--- config.mk ---
export PLATFORM = sky130hd
export DESIGN_NAME = fft_bfly_sequencer
export DESIGN_NICKNAME = d
export VERILOG_FILES = /design/src/rtl/fft_pkg.sv /design/src/rtl/fft_addr_gen.sv /design/src/rtl/fft_bfly_sequencer.sv
export SDC_FILE = /design/constraint.sdc
export NUM_CORES = 1
export LEC_CHECK = 0
export CAP_MARGIN = 20
export CORE_MARGIN = 8
export CORE_UTILIZATION = 43
export CTS_CLUSTER_SIZE = 24
export DETAILED_ROUTE_END_ITERATION = 16
export GPL_TIMING_DRIVEN = 1
export PLACE_DENSITY = 0.81
export SLEW_MARGIN = 30
export SYNTH_ARGS = -nofsm -noshare
export SYNTH_HDL_FRONTEND = slang
export SYNTH_SLANG_ARGS = --single-unit
--- constraint.sdc ---
create_clock -name clk -period 4.5 [get_ports clk]
set_clock_uncertainty 0.05 [all_clocks]
set_input_delay 0.675 -clock clk [delete_from_list [all_inputs] [get_ports clk]]
set_output_delay 0.675 -clock clk [all_outputs]
set_load 0.005 [all_outputs]
--- src/rtl/fft_pkg.sv ---
// Shared types for the radix-2 FFT butterfly sequencer: FSM state encoding,
// packed complex sample layout and default sizing.
package fft_pkg;

   localparam int LOG2N_DEF = 3;
   localparam int DW_DEF    = 16;

   typedef enum logic [2:0] {
      IDLE     = 3'd0,
      READ     = 3'd1,
      LOAD     = 3'd2,
      ISSUE    = 3'd3,
      WAIT_RES = 3'd4,
      WRITE    = 3'd5,
      DONE     = 3'd6
   } state_t;

   typedef struct packed {
      logic signed [7:0] re;
      logic signed [7:0] im;
   } cplx_t;

endpackage

--- src/rtl/fft_addr_gen.sv ---
// Combinational butterfly address and twiddle generator for an in-place DIT FFT:
// (stage, k) -> operand pair addresses and twiddle index.
module fft_addr_gen #(
   parameter int LOG2N = fft_pkg::LOG2N_DEF
) (
   input  logic [LOG2N-1:0] i_stage,
   input  logic [LOG2N-2:0] i_k,
   output logic [LOG2N-1:0] o_addr_a,
   output logic [LOG2N-1:0] o_addr_b,
   output logic [LOG2N-2:0] o_tw
);

   logic [LOG2N-1:0] w_k;
   logic [LOG2N-1:0] w_half;
   logic [LOG2N-1:0] w_mask;

   always_comb begin
      w_k    = {1'b0, i_k};
      w_half = LOG2N'(1) << i_stage;
      w_mask = w_half - LOG2N'(1);
      // Insert a zero at bit position 'stage' of k to get the upper-half-free address.
      o_addr_a = ((w_k >> i_stage) << ({1'b0, i_stage} + 1'b1)) | (w_k & w_mask);
      o_addr_b = o_addr_a + w_half;
      o_tw     = (i_k & w_mask[LOG2N-2:0]) << (LOG2N'(LOG2N-1) - i_stage);
   end

endmodule

--- src/rtl/fft_bfly_sequencer.sv ---
// In-place radix-2 DIT FFT sequencer driving one shared butterfly unit and a dual-port RAM.
// Build option FFT_SCALE_EN: request result halving from the butterfly on every issue.
module fft_bfly_sequencer
   import fft_pkg::*;
#(
   parameter int LOG2N = LOG2N_DEF,
   parameter int DW    = DW_DEF
) (
   input  logic             clk,
   input  logic             rst,
   input  logic             start,
   output logic             busy,
   output logic             done,
   output logic [LOG2N-1:0] stage,
   output logic             mem_rd,
   output logic [LOG2N-1:0] mem_addr_a,
   output logic [LOG2N-1:0] mem_addr_b,
   input  logic [DW-1:0]    mem_rdata_a,
   input  logic [DW-1:0]    mem_rdata_b,
   output logic             mem_we,
   output logic [DW-1:0]    mem_wdata_a,
   output logic [DW-1:0]    mem_wdata_b,
   output logic             bf_valid,
   input  logic             bf_ready,
   output logic [DW-1:0]    bf_a,
   output logic [DW-1:0]    bf_b,
   output logic [LOG2N-2:0] bf_tw_idx,
   output logic             bf_scale,
   input  logic             bf_res_valid,
   input  logic [DW-1:0]    bf_sum,
   input  logic [DW-1:0]    bf_diff,
   output state_t           dbg_state
);

   state_t           r_state;
   logic [LOG2N-1:0] r_stage;
   logic [LOG2N-2:0] r_k;
   logic             r_busy, r_done, r_rd, r_we, r_valid;
   logic [LOG2N-1:0] r_addr_a, r_addr_b;
   logic [LOG2N-2:0] r_tw;
   logic [DW-1:0]    r_op_a, r_op_b, r_wdata_a, r_wdata_b;

   logic             w_last;
   logic [LOG2N-2:0] w_k_nxt, w_k_sel;
   logic [LOG2N-1:0] w_stage_nxt, w_stage_sel;
   logic [LOG2N-1:0] w_addr_a, w_addr_b;
   logic [LOG2N-2:0] w_tw;

   // In WRITE the generator already looks at the next butterfly so READ can start at once.
   always_comb begin
      w_last      = (r_stage == LOG2N'(LOG2N-1)) && (&r_k);
      w_k_nxt     = r_k + 1'b1;
      w_stage_nxt = r_stage;
      if (&r_k) w_stage_nxt = w_last ? '0 : r_stage + 1'b1;
      w_k_sel     = (r_state == WRITE) ? w_k_nxt : r_k;
      w_stage_sel = (r_state == WRITE) ? w_stage_nxt : r_stage;
   end

   fft_addr_gen #(.LOG2N(LOG2N)) u_addr_gen (
      .i_stage  (w_stage_sel),
      .i_k      (w_k_sel),
      .o_addr_a (w_addr_a),
      .o_addr_b (w_addr_b),
      .o_tw     (w_tw)
   );

   // Butterfly port: a pair transfers on the cycle bf_valid && bf_ready; bf_valid, bf_a,
   // bf_b and bf_tw_idx hold steady until then. bf_res_valid counts only in WAIT_RES.
   always_ff @(posedge clk or posedge rst) begin
      if (rst) begin
         r_state   <= IDLE;
         r_stage   <= '0;
         r_k       <= '0;
         r_busy    <= 1'b0;
         r_done    <= 1'b0;
         r_rd      <= 1'b0;
         r_we      <= 1'b0;
         r_valid   <= 1'b0;
         r_addr_a  <= '0;
         r_addr_b  <= '0;
         r_tw      <= '0;
         r_op_a    <= '0;
         r_op_b    <= '0;
         r_wdata_a <= '0;
         r_wdata_b <= '0;
      end else begin
         r_done <= 1'b0;
         case (r_state)
            IDLE: begin
               if (start) begin
                  r_state  <= READ;
                  r_busy   <= 1'b1;
                  r_rd     <= 1'b1;
                  r_addr_a <= w_addr_a;
                  r_addr_b <= w_addr_b;
                  r_tw     <= w_tw;
               end
            end
            READ: begin
               r_rd    <= 1'b0;
               r_state <= LOAD;
            end
            LOAD: begin
               r_op_a  <= mem_rdata_a;
               r_op_b  <= mem_rdata_b;
               r_valid <= 1'b1;
               r_state <= ISSUE;
            end
            ISSUE: begin
               if (bf_ready) begin
                  r_valid <= 1'b0;
                  r_state <= WAIT_RES;
               end
            end
            WAIT_RES: begin
               if (bf_res_valid) begin
                  r_we      <= 1'b1;
                  r_wdata_a <= bf_sum;
                  r_wdata_b <= bf_diff;
                  r_state   <= WRITE;
               end
            end
            WRITE: begin
               r_we    <= 1'b0;
               r_k     <= w_k_nxt;
               r_stage <= w_stage_nxt;
               if (w_last) begin
                  r_state <= DONE;
                  r_busy  <= 1'b0;
                  r_done  <= 1'b1;
               end else begin
                  r_state  <= READ;
                  r_rd     <= 1'b1;
                  r_addr_a <= w_addr_a;
                  r_addr_b <= w_addr_b;
                  r_tw     <= w_tw;
               end
            end
            DONE:    r_state <= IDLE;
            default: r_state <= IDLE;
         endcase
      end
   end

   assign busy        = r_busy;
   assign done        = r_done;
   assign stage       = r_stage;
   assign mem_rd      = r_rd;
   assign mem_addr_a  = r_addr_a;
   assign mem_addr_b  = r_addr_b;
   assign mem_we      = r_we;
   assign mem_wdata_a = r_wdata_a;
   assign mem_wdata_b = r_wdata_b;
   assign bf_valid    = r_valid;
   assign bf_a        = r_op_a;
   assign bf_b        = r_op_b;
   assign bf_tw_idx   = r_tw;
   assign dbg_state   = r_state;

`ifdef FFT_SCALE_EN
   assign bf_scale = r_valid;
`else
   assign bf_scale = 1'b0;
`endif

endmodule
==> results by group <==
Synth
  • Cell Area, Synth: between 3000 and 4000 um2
  • Syn. warnings: 0
  • Post-synthesis compound-gate area fraction: 6.28%
  • Number of synthesized flops with an enable pin: 0
  • Top post-synthesis cells by area: dfrtp_1 58%, mux2_1 20%, ha_1 2.7%
  • Mux cell area share after synthesis: 20.9%
  • Synth Area per Inst: 13.5 um2
  • Net Count, Synth: roughly 350
  • Main synth FF type: dfrtp_1
  • Post-synthesis cell type count: 47
  • Largest family of logic cells by synthesized area: multiplexers
  • XOR/XNOR Fraction of Synth Area: 0.961%
  • Synth Register Bits: 85
  • Simple-gate share of the synthesized area: around 6.7%
  • Sequential fraction of the synthesis area: between 50% and 60%
  • Fraction of registers with async set/reset: 100%
  • Synth top area share: between 50% and 60%
  • Yosys top cell by area: dfrtp_1
  • Syn Inst Count: 270
  • Synth Area in Adders: under 10%

Worst setup path
  • Worst R2R End: mem_addr_b[2]
  • Worst-case reg-to-reg path depth: 17
  • Worst-path fanout max: 7
  • Critical Path RT: about 4.7 ns
  • Startpoint types: flop
  • FF-to-FF Start: stage[0]
  • Setup CP Type: reg -> reg
  • WP data arrival: 3.95 ns
  • Reg2reg setup slack: 0.73 ns
  • CP Capture Type: flop

Power
  • Cell area power density: roughly 620 nW/um2
  • Total power draw: about 3.4 mW
  • Peak supply drop: about 0.00029 V
  • Leakage Power: 2.37 nW

Timing
  • Setup_tns: 0 ns
  • Max transition margin: 62.0%
  • Tightest Pin Transition: between 0.5 and 0.6 ns
  • Finish-stage setup viols: 0
  • RSZ-0062 raised after global routing: false
  • Period utilisation layout: between 80% and 90%
  • Fin. max-slew vios: 0
  • Final hold violation count: 0
  • Max Clk Rate: between 200 and 300 MHz
  • Minimum clock period: 3.77 ns

Detailed routing
  • Drt first-iter violations: 86
  • Routed Antenna Nets: 0
  • Remaining DRCs: 0
  • Via count: around 2,700
  • Total routed wirelength: 9320 um
  • Routed wire per std cell: about 18 um
  • Vias per cell: about 5.0
  • DR pass1 iterations: 4

Die
  • Core area: ~8000 um2
  • Top-Level Pins: ~150
  • Die area: approximately 12,000 um2
  • Initial Utilization: 44.4%
  • Placement Rows: 33
  • Die Width: 108 um
  • Die H: between 100 and 150 um

Global routing
  • Tot GR Track Use: between 10% and 20%
  • Grt ovf: 0
  • Initial antenna violation count: 0
  • Largest net degree at the start of global routing: 57
  • First-pass GRT wire length: 14,800 um
  • Vias in the first global route: about 2,900

Clocking
  • CTS Buffer Depth: 2
  • Num CTS Buffers: 9
  • CTS Root Cell: clkbuf_8
  • Clock-pin slew on the worst setup and hold paths: 0.08 ns
  • Setup Fix Bufs, Post-CTS: 0
  • H-tree depth: 3
  • Clk_lat worst skew: 0.34 ns
  • CTS tree: done
  • Post-CTS sizing: 0
  • CTS Sinks: 85
  • CTS Hold Bufs: 0

Final layout
  • Fill cells: approximately 630
  • Nets: 500
  • Antenna cells: 0
  • Final instance area: 5470 um2
  • Share of layout cells above drive strength 1: 6.56%
  • Area grow syn2layout: 49.9%

Placed design
  • Hpwl dp: roughly 7200 um
  • Routability cong.: roughly 0.82
  • Placed instance area: around 5300 um2
  • IO buf count: about 150

Outcome
  • Outcome: finished, final reports clean

Flow run
  • # Max-Cap Violations: 0

Hold path
  • Hold WC Path Type: reg -> reg
  • WHS Path Cells: 1
  • Worst hold endpoint: bf_a[13]
  • Hold_sp: bf_a[13]
[layout by cell type, fill, tap and decap left out, types with 8 or more instances in the layout]
cell             instances
dfrtp_1                 85
a21oi_1                  9
clkdlybuf4s50_1        151
ha_1                     8
mux2_1                  65
clkbuf_8                12
nor2_1                  10
nand2_1                  9
inv_1                   10
[sequential cells by signal, indices dropped and copies added, names as in the netlist, 3 cells and up]
signal,cells
mem_wdata_a,16
bf_a,16
dbg_state,3
mem_wdata_b,16
stage,3
mem_addr_a,3
bf_b,16
mem_addr_b,3
[Yosys cell counts, types with 3 or more instances]
library cell,count
clkbuf_1,7
o21ai_1,3
xnor2_1,3
a21oi_1,9
ha_1,8
nor3_1,3
inv_2,3
dfrtp_1,85
nor2b_1,3
buf_2,5
nand3_1,3
and3_1,4
inv_1,11
nor2_1,10
o31ai_1,3
nand2_1,9
mux2_1,65
[worst max path at each step]
stage	start	slack [ns]	depth (start not counted)	endpoint
floorplan	stage[0]	1.17	17	mem_addr_b[2]
global placement	dbg_state[0]	0.92	14	mem_addr_b[2]
detailed placement	dbg_state[0]	0.80	14	mem_addr_b[2]
CTS	stage[0]	0.73	17	mem_addr_b[2]
global route	dbg_state[0]	0.42	14	mem_addr_b[2]
finish	stage[0]	0.73	17	mem_addr_b[2]
[logic make-up (layout without fill, tap and decap cells)]
group | count (synthesis) | after routing
flops | 85 | 85
mux | 68 | 68
simple gates | 44 | 44
compound gates | 31 | 31
buf+inv | 28 | 185
fa+ha+maj | 9 | 9
xor+xnor | 4 | 4
other cells | 1 | 1
[stage by stage]
step	hold WS, ns	cells	utilization, %	setup WS [ns]
finish	0.437	532	66.5	0.726
global route	0.450	532	66.5	0.422
CTS	0.442	532	66.5	0.726
detailed placement	0.419	516	63.9	0.796
global placement	0.412	516	63.9	0.918
floorplan	0.424	270	-	1.17
[per-layer routing]
layer	up-vias	GRT usage (%)	wire length, um
met4	0	6.64	151
met1	1285	17.8	3670
li1	1263	-	-
met5	-	0	0
met2	104	26.9	4470
met3	11	7.02	1020
[critical path, cell delays in order (launching register included)]
cell and delay, ns:
dfrtp_1 0.46, inv_1 0.10, ha_1 0.21, nor2b_1 0.33, nor3_1 0.12, a21oi_2 0.27
inv_2 0.12, ha_1 0.27, o311ai_1 0.13, and4_4 0.28, and2_4 0.14, a41o_1 0.19
ha_1 0.14, inv_1 0.04, fa_1 0.37, xnor2_1 0.19, xnor2_1 0.13, a21oi_1 0.09
[final cells by class]
| cell class | instances | area, um2 | share of cell area, % |
|---|---|---|---|
| Multi-Input combinational cell | 157 | 1400 | 25.5 |
| Timing Repair Buffer | 155 | 1540 | 28.2 |
| Clock buffer | 13 | 169 | 3.09 |
| Tap cell | 105 | 131 | 2.40 |
| Inverter | 14 | 57.6 | 1.05 |
| Sequential cell | 85 | 2130 | 38.9 |
| Clock inverter | 3 | 42.5 | 0.778 |
[power by group]
group          internal (mW)  total, mW  switching, mW  leakage (nW)
sequential              1.11       1.31          0.207          1.04
combinational          0.953       1.51          0.559          1.22
clock                  0.302      0.568          0.266         0.106
total                   2.36       3.39           1.03          2.37
No activity file was read; power rests on OpenSTA's default activity.
